<file path="src/rtl/slave_reg_responder.sv">
// slave_reg_responder
//
// Target end of the slv_* valid/ready bus. Holds a 16 x 4-bit register file,
// accepts one read or write per transaction, optionally inserts wait states,
// then returns a single-cycle slv_ready pulse carrying the response data.
// bus_out counts completed transactions modulo 32.
//
// Build option:
//   SLAVE_REG_WAIT_EN  when defined, compiles in the WAIT state and the wait
//                      counter; WAIT_CYC then sets the number of wait states.
//                      When undefined the FSM is IDLE -> RESP -> IDLE and
//                      WAIT_CYC is ignored.
//
// Parameters:
//   WAIT_CYC   wait states between acceptance and response (0..15)
//   ID_VAL     constant returned for any access to address 4'hf
//
// Ports:
//   clock      sole clock, rising edge
//   reset      asynchronous active-high reset
//   slv_valid  request valid, held by the master until it sees slv_ready
//   slv_we     1 = write, 0 = read (sampled at acceptance)
//   slv_addr   register index (sampled at acceptance)
//   slv_wdata  write data (sampled at acceptance)
//   slv_rdata  response data, meaningful while slv_ready is high
//   slv_ready  single-cycle response pulse
//   bus_out    completed-transaction count, modulo 32

module slave_reg_responder #(
    parameter int unsigned WAIT_CYC = 2,
    parameter logic [3:0]  ID_VAL   = 4'ha
) (
    input  logic       clock,
    input  logic       reset,
    input  logic       slv_valid,
    input  logic       slv_we,
    input  logic [3:0] slv_addr,
    input  logic [3:0] slv_wdata,
    output logic [3:0] slv_rdata,
    output logic       slv_ready,
    output logic [4:0] bus_out
);

    localparam logic [3:0] IdAddr = 4'hf;

`ifdef SLAVE_REG_WAIT_EN
    typedef enum logic [1:0] {
        StIdle = 2'd0,
        StWait = 2'd1,
        StResp = 2'd2
    } state_e;
`else
    typedef enum logic [1:0] {
        StIdle = 2'd0,
        StResp = 2'd2
    } state_e;
`endif

    state_e state_q, state_d;

    logic [3:0] regs_q [16];

    // Request fields as seen on the edge that enters RESP.
    logic       cur_we;
    logic [3:0] cur_addr;
    logic [3:0] cur_wdata;
    logic [3:0] resp_data;
    logic       accept;
    logic       enter_resp;

    assign accept     = (state_q == StIdle) && slv_valid;
    assign enter_resp = (state_d == StResp) && (state_q != StResp);

`ifdef SLAVE_REG_WAIT_EN
    localparam logic [3:0] WaitLoad = (WAIT_CYC > 0) ? 4'(WAIT_CYC - 1) : 4'd0;

    logic       req_we_q;
    logic [3:0] req_addr_q;
    logic [3:0] req_wdata_q;
    logic [3:0] wait_cnt_q;

    // With zero wait states RESP is entered on the acceptance edge itself, so
    // the live bus fields must be used there; otherwise the latched copy.
    always_comb begin
        cur_we    = req_we_q;
        cur_addr  = req_addr_q;
        cur_wdata = req_wdata_q;
        if (state_q == StIdle) begin
            cur_we    = slv_we;
            cur_addr  = slv_addr;
            cur_wdata = slv_wdata;
        end
    end

    always_ff @(posedge clock or posedge reset) begin
        if (reset) begin
            req_we_q    <= 1'b0;
            req_addr_q  <= 4'h0;
            req_wdata_q <= 4'h0;
            wait_cnt_q  <= 4'h0;
        end else begin
            if (accept) begin
                req_we_q    <= slv_we;
                req_addr_q  <= slv_addr;
                req_wdata_q <= slv_wdata;
                wait_cnt_q  <= WaitLoad;
            end else if ((state_q == StWait) && (wait_cnt_q != 4'h0)) begin
                wait_cnt_q <= wait_cnt_q - 4'h1;
            end
        end
    end
`else
    // Without wait states RESP is always entered on the acceptance edge, so
    // the live bus fields are the accepted request.
    assign cur_we    = slv_we;
    assign cur_addr  = slv_addr;
    assign cur_wdata = slv_wdata;

    logic unused_wait_cyc;
    assign unused_wait_cyc = ^WAIT_CYC;
`endif

    // Next-state logic
    always_comb begin
        state_d = state_q;
        case (state_q)
            StIdle: begin
                if (slv_valid) begin
`ifdef SLAVE_REG_WAIT_EN
                    if (WAIT_CYC > 0) begin
                        state_d = StWait;
                    end else begin
                        state_d = StResp;
                    end
`else
                    state_d = StResp;
`endif
                end
            end
`ifdef SLAVE_REG_WAIT_EN
            StWait: begin
                if (wait_cnt_q == 4'h0) begin
                    state_d = StResp;
                end
            end
`endif
            StResp:  state_d = StIdle;
            default: state_d = StIdle;
        endcase
    end

    // Response data: ID register, echoed write data, or register contents.
    always_comb begin
        resp_data = regs_q[cur_addr];
        if (cur_addr == IdAddr) begin
            resp_data = ID_VAL;
        end else if (cur_we) begin
            resp_data = cur_wdata;
        end
    end

    always_ff @(posedge clock or posedge reset) begin
        if (reset) begin
            state_q   <= StIdle;
            slv_ready <= 1'b0;
            slv_rdata <= 4'h0;
            bus_out   <= 5'h0;
            for (int i = 0; i < 16; i++) begin
                regs_q[i] <= 4'h0;
            end
        end else begin
            state_q   <= state_d;
            // RESP lasts exactly one cycle, so this yields a one-cycle pulse.
            slv_ready <= (state_d == StResp);
            if (enter_resp) begin
                slv_rdata <= resp_data;
                if (cur_we && (cur_addr != IdAddr)) begin
                    regs_q[cur_addr] <= cur_wdata;
                end
            end
            if (state_q == StResp) begin
                bus_out <= bus_out + 5'd1;
            end
        end
    end

endmodule
</file>
<file path="config.mk">
export PLATFORM = sky130hd
export DESIGN_NAME = slave_reg_responder
export DESIGN_NICKNAME = d
export VERILOG_FILES = /design/src/rtl/slave_reg_responder.sv
export SDC_FILE = /design/constraint.sdc
export NUM_CORES = 1
export LEC_CHECK = 0
export ABC_AREA = 0
export CORE_MARGIN = 5
export CORE_UTILIZATION = 35
export DETAILED_ROUTE_END_ITERATION = 12
export PLACE_DENSITY = 0.58
export SYNTH_ARGS = -nofsm -noshare
export SYNTH_HDL_FRONTEND = slang
export SYNTH_SLANG_ARGS = --single-unit
</file>
<file path="constraint.sdc">
create_clock -name clock -period 3.4 [get_ports clock]
set_input_delay 0.68 -clock clock [delete_from_list [all_inputs] [get_ports clock]]
set_output_delay 0.68 -clock clock [all_outputs]
set_load 0.1 [all_outputs]
</file>
### Yosys cells after proc, flatten, opt, wreduce, memory -nomap -nowiden

Cells that the tools add are included.

* bits of input ports: 12
* word-level logic and storage cells: 44
* register bits after elaboration: 76
* output and inout port bits: 10

* $add $sub $neg: 1
* order comparisons: 2
* reductions and logical operators: 5
* equality and inequality tests: 5
* multiplexer cells: 10
* bitwise logic cells: 1

Operator list (number)
* bitwise mux 64 bit: 1
* two-way mux 4 bit: 5
* binary-select mux 4 bit (select 4 bit): 1
* demux 4 bit (select 4 bit): 1
* adder 5 x 1 -> 5 bit, second input constant: 1
* greater-or-equal comparator 5 bit, second input constant: 1
* < comparator 5 x 1 -> 1 bit, second input constant: 1
* inverter 4 -> 5 bit: 1
* equality test 2 bit, second input constant: 2
* equality test 4 bit, second input constant: 1
* two-way mux 2 bit: 2
* inequality test 4 bit, second input constant: 1
* logical AND 1 bit: 3
* zero test 2 bit: 1
* inequality test 2 bit, second input constant: 1
* AND reduction 2 bit: 1

### Depth between registers and ports, before layout

Gate-level depths: netlist (run 1).

* depth in word-level cells: 6
* gate-level depth with buffers: 7
* depth with buffers taken out: 5

### Worst setup path before layout (run 1)

No wires, ideal clock.

* path type: input -> register
* from: input slv_valid
* to: register regs_q[45] (netlist bit)
* arrival: 2.048 ns
* setup slack: 1.227 ns
* stages: 5
* setup time: 0.125 ns
* cells stage by stage: or3b_1 > buf_6 > or3_4 > nor2_4 > mux2_2

* longest elaborated chain between the ends: 5

RTL lines
* start, declared: line 35 `input logic slv_valid,`
* two-way mux 2 bit: line 128 `if (slv_valid) begin`
* two-way mux 2 bit: line 126 `case (state_q)`
* equality test 2 bit: line 72 `assign enter_resp = (state_d == StResp) && (state_q != StResp);`
* logical AND 1 bit: line 72
* AND reduction 2 bit (no source line)
* end signal, assigned by index: line 178 `regs_q[cur_addr] <= cur_wdata;`
* end, declared: line 61 `logic [3:0] regs_q [16];`

Every way passes these cells.
A chain may end at the register's enable or synchronous reset.

### Worst setup path after layout (run 1)

* from: input slv_valid
* to: register regs_q[50] (netlist bit)

* longest elaborated chain between the ends: 5

RTL lines
* two-way mux 2 bit: line 128
* two-way mux 2 bit: line 126
* net state_d[1]: line 59 `state_e state_q, state_d;`
* equality test 2 bit: line 72
* logical AND 1 bit: line 72
* AND reduction 2 bit (no source line)

The timed path passes the listed nets, and every way through them passes these cells.

==> metrics.csv, run 1 <==
metric,value,unit
dp.cells,393,
syn_nets,262,
fin_ws,0.792,ns
critPathMaxStageDelay,0.53,ns
required,3.63,ns
hold_buffers,0,
root_buffer,clkbuf_8,
rsz0062_at_grt,false,
synth.distinct_cells,42,
drc,0,
start_util,35.7,%
relSlewSlack,35.6,%
cp_cell_sequence,clkdlybuf4s50_1 > or3b_1 > inv_2 > nand3_1 > nor2_1 > mux2_2,
post_cts.repair.setup_buffers,0,
cts-buffers-inserted,9,
wire_per_inst,17.9,um
p_int,0.00172,W
clockPowerShare,34.2,%
p_seq_share,43.2,%
yosys_warnings,0,
insertion_delay,0.35,ns
min_path_type,reg -> reg,
antenna_found_initial,0,
place.gp.congestion,0.799,
dieHeight,110,um
dp_slack,0.419,ns
ff2ff_setup_slack,1.17,ns
min-delay-start,regs_q[2],
p_leak,1.84,nW
cts_resized,0,
yosysTopAreaCellShare,53.0,%
synth.avg_cell_area,14.0,sq um
antenna_left,0,
timing.final.crit_share,76.7,%
final-hold-violation-count,0,
synth.area.top_cells,"dfrtp_1 (53%), mux2_2 (20%), mux4_2 (6.4%), mux2i_1 (3.2%), nor2_4 (1.3%)",
die_area,12100,sq um
postSynthCellCount,249,
fillCellCount,925,
n_antenna_cell,0,
synth_seq_cells,74,
whs,0.381,ns
final_nets,284,
netlist_area,3490,sq um
vias,2108,
drv_cap,0,
rows,36,
p_sw_share,30.7,%
ff2ff_path_depth,5,
setup-tns-final,0,ns
p_sw,0.000761,W
status,completed,
r2r_end,regs_q[50],
holdPathEnd,regs_q[2],
fmax,0.383,GHz
peakVddDrop,0.000356,V
die_x,110,um
grt_usage,13.8,%
cp_slowest_cell,or3b_1,
critPathMaxFanout,9,
cts_tree,done,
cp_top_family,simple AND/OR/NAND/NOR gates,
drive_gt1_share,41.3,%
seq_area_frac_synth,53.0,%
period_minus_slack,2.61,ns
final_common_cell,dfrtp_1,
layoutNonFillerInstCount,409,
h-tree-depth,3,
grt_max_degree,56,
pwr_density_cell,607,nW/um^2
final_cell_mix,"dfrtp_1 (74), mux2_2 (61), buf_4 (13)",
post-dp-hpwl,5.08,mm
overflow,0,
crit_buf_inv,2,
grt_pass1_vias,2295,
power_frac_comb,22.7,%
first_pass_iters,4,
finalClockSkew,0.00841,ns
cts_buffer_depth,2,
ioPinCount,22,
drt-total-wl,7.32,mm
critPathKind,in -> reg,
hold_depth,0,
port_buffers,21,
tightest_slew,0.963,ns
viasPerCell,5.15,
cp-end-kind,flop,
grt_pass1_wl,12.5,mm
clock-sinks,74,
cp-start-kind,input port,
setup_viol,0,
drtIter0Drc,84,
fin_util,41.8,%
drv_slew,0,
synth_top_area_cell,dfrtp_1,
reg2reg_from,state_q[0],
clk_pin_slew,0.07,ns
worst_ep_arrival_time,2.84,ns
crit_start,slv_valid,
syn2layout_area_growth,17.0,%
core-area,9770,sq um
## synth_stat cells (all sizes together)
master,instances
dfrtp,74
mux2,62
nor2,15
mux2i,11
clkbuf,10
mux4,10
buf,6
a31oi,5
nand2,5
a22oi,4
inv,4
nand2b,4
nand3,4
nand4,4
nand3b,3
nand4b,3
xnor2,3
a211oi,2
a311o,2
and2,2
nor2b,2
o21ai,2
o32ai,2
or3b,2
conb,1
ha,1
nor3b,1
o211ai,1
o22ai,1
o31ai,1
or3,1
xor2,1
## power by group through the flow
stage	registers (W)	logic (W)	clock network [W]
after floorplan	0.00129	0.000220	0
after global placement	0.00108	0.000561	0
after detailed placement	0.00109	0.000568	0
after CTS	0.00107	0.000569	0.000871
after global routing	0.00109	0.000599	0.000907
final	0.00107	0.000563	0.000849
## final cells by class
class / instances / area (sq um) / share of cell area (%)
Clock buffer: 12 / 155 / 3.79
Clock inverter: 4 / 97.6 / 2.39
Inverter: 4 / 15.0 / 0.367
Multi-Input combinational cell: 155 / 1550 / 37.8
Sequential cell: 74 / 1850 / 45.3
Tap cell: 133 / 166 / 4.07
Timing Repair Buffer: 27 / 258 / 6.30
## logic make-up after synthesis
logic type	share of synthesized area, %
muxes	29.6
DFF	53.0
and+or+nand+nor	9.03
AOI/OAI and AO/OA	4.16
buffers and inverters	2.76
xor gates and xnor gates	1.00
adders and majority gates	0.358
other	0.107
## worst max-delay path by stage
stage,depth (start not counted),endpoint,slack (ns)
after floorplan,1,bus_out[0],0.84
final,6,regs_q[50],0.79
after global routing,6,regs_q[50],0.67
after detailed placement,6,regs_q[50],0.42
after CTS,6,regs_q[50],0.78
after global placement,6,regs_q[48],0.47
## routing by layer
metal	wire length, um	global-route usage [%]	vias to the layer above
met1	3470	18.8	1092
met4	137	6.06	0
met3	308	2.94	13
met2	3400	21.1	46
li1	-	-	957
met5	0	0	-
## per-stage QoR
stage	power (W)	cell area, sq um
after floorplan	0.00151	3490
after global placement	0.00165	3840
after detailed placement	0.00166	3840
after CTS	0.00251	4090
after global routing	0.00259	4090
final	0.00248	4090
## registers in the layout, indices dropped and copies added (netlist names)
name / flops
slv_rdata: 4
state_q: 2
slv_ready: 1
regs_q: 62
bus_out: 5
(Power assumes the default switching activity.)
==> run 2, diff against run 1 <==
- clock period: 3.4 -> 2.4 ns (I/O delays scaled with it)
==> metrics.csv, run 2 (synthesized netlist as in run 1, its figures left out) <==
metric,value,unit,change
status,completed,,unchanged
final-hold-violation-count,0,,unchanged
power_frac_comb,24.9,%,was 22.7%
antenna_left,0,,unchanged
required,2.64,ns,was 3.63 ns
dp_slack,-0.103,ns,was 0.419 ns
dp.cells,411,,was 393
die_x,110,um,unchanged
timing.final.crit_share,89.6,%,
grt_pass1_wl,12.5,mm,about the same
start_util,35.7,%,unchanged
tightest_slew,0.676,ns,was 0.963 ns
drv_slew,0,,unchanged
syn2layout_area_growth,19.6,%,was 17.0%
p_total,0.00328,W,was 0.00248 W
p_int,0.00221,W,was 0.00172 W
drt-total-wl,7.50,mm,was 7.32 mm
cp_slowest_cell,or3b_1,,unchanged
peakVddDrop,0.000517,V,was 0.000356 V
pwr_density_cell,785,nW/um^2,was 607 nW/um^2
overflow,0,,unchanged
top_usage_layer,met2,,unchanged
insertion_delay,0.36,ns,was 0.35 ns
regArea,1850,sq um,unchanged
grt_pass1_vias,2265,,was 2295
root_buffer,clkbuf_8,,unchanged
clockPowerShare,28.8,%,was 34.2%
post_cts.repair.setup_buffers,0,,unchanged
grtUsageMet2,20.7,%,was 21.1%
rsz0062_at_grt,false,,unchanged
ff2ff_path_depth,4,,was 5
ioPinCount,22,,unchanged
cts-buffers-inserted,9,,unchanged
worst_ep_arrival_time,2.39,ns,was 2.84 ns
met1_usage,19.7,%,was 18.8%
drc,0,,unchanged
clock-sinks,74,,unchanged
hold_depth,0,,unchanged
reg_top3,"regs_q (62), bus_out (5), slv_rdata (4)",,unchanged
fin_ws,0.249,ns,was 0.792 ns
clk_pin_slew,0.07,ns,about the same
final_common_cell,dfrtp_1,,unchanged
cts_buffer_depth,2,,unchanged
min_path_type,reg -> reg,,unchanged
setup_viol,0,,unchanged
grt_max_degree,75,,was 56
hold_buffers,0,,unchanged
drv_cap,0,,unchanged
drtIter0Drc,121,,was 84
drive_gt1_share,44.7,%,was 41.3%
vias,2170,,was 2108
cp_cell_sequence,clkdlybuf4s50_1 > or3b_1 > or3_4 > nor2_4 > mux2_2,,was clkdlybuf4s50_1 > or3b_1 > inv_2 > nand3_1 > nor2_1 > mux2_2
antenna_found_initial,0,,unchanged
die_area,12100,sq um,unchanged
dieHeight,110,um,unchanged
cts_resized,0,,unchanged
grt_usage,14.1,%,was 13.8%
place.gp.congestion,0.773,,was 0.799
layoutNonFillerInstCount,426,,was 409
grtUsageMet3,3.17,%,was 2.94%
cts_tree,done,,unchanged
viasPerCell,5.09,,was 5.15
final_nets,302,,was 284
period_minus_slack,2.15,ns,
p_sw,0.00107,W,was 0.000761 W
p_sw_share,32.7,%,was 30.7%
p_leak,1.91,nW,was 1.84 nW
largest_register,regs_q,,unchanged
fillCellCount,918,,was 925
post-dp-hpwl,5.14,mm,was 5.08 mm
cp-start-kind,input port,,unchanged
cp-end-kind,flop,,unchanged
fmax,0.465,GHz,
port_buffers,21,,unchanged
finalClockSkew,0.00642,ns,was 0.00841 ns
h-tree-depth,3,,unchanged
critPathMaxFanout,4,,was 9
first_pass_iters,4,,unchanged
wire_per_inst,17.6,um,was 17.9 um
relSlewSlack,54.8,%,was 35.6%
critPathKind,in -> reg,,unchanged
core-area,9770,sq um,unchanged
p_seq_share,46.2,%,was 43.2%
critPathMaxStageDelay,0.48,ns,was 0.53 ns
final_cell_mix,"dfrtp_1 (74), mux2_2 (61), buf_4 (30)",,"was dfrtp_1 (74), mux2_2 (61), buf_4 (13)"
multi_input_area,1550,sq um,unchanged
n_antenna_cell,0,,unchanged
rows,36,,unchanged
largest_reg_flops,62,,unchanged
## run 2: changes by cell type in the layout (fill, tap and decap cells not counted)
cell	delta
clkinv_2	+2
clkdlybuf4s50_1	-1
clkbuf_8	-1
buf_12	+2
clkbuf_1	+1
buf_4	+17
bufinv_16	-2
clkinvlp_4	-1
## run 2: stage by stage
step	setup TNS [ns]	hold slack (ns)	instance area (sq um)	utilization [%]
finish	0	0.376	4180	42.8
global route	0	0.383	4180	42.8
CTS	0	0.380	4180	42.8
detailed placement	-1.96	0.364	3990	40.9
global placement	-2.45	0.366	3990	40.9
floorplan	0	0.424	3490	-
## run 2: power groups by stage
stage               clock [W]  combinational [W]  sequential, W
global placement            0           0.000814        0.00154
CTS                  0.000967           0.000825        0.00152
floorplan                   0           0.000312        0.00183
detailed placement          0           0.000823        0.00154
global route          0.00102           0.000869        0.00154
finish               0.000946           0.000818        0.00152
## run 2: worst paths after layout
path	start	to	slack [ns]
max	slv_valid	regs_q[14]	0.25
min	regs_q[2]	regs_q[2]	0.38
max reg2reg	state_q[0]	regs_q[14]	0.43
min reg2reg	regs_q[2]	regs_q[2]	0.38
max in group asynchronous	reset	regs_q[59]	1.56
min in group asynchronous	reset	regs_q[26]	0.53
## run 2: routing by layer
metal / routed length, um / up-vias
met5: 0 / -
met4: 155 / 0
met3: 304 / 13
met2: 3430 / 35
met1: 3610 / 1124
li1: - / 998
## run 2: layout make-up
class / instances / area share (%)
Multi-Input combinational cell: 155 / 37.0
Clock buffer: 12 / 3.47
Clock inverter: 3 / 0.958
Tap cell: 133 / 3.98
Timing Repair Buffer: 45 / 9.94
Inverter: 4 / 0.359
Sequential cell: 74 / 44.3
## run 2: critical path: cells and delay by family
kind          cells  cell delay, ns
mux               1            0.35
simple gates      3            1.11
buf+inv           1            0.45
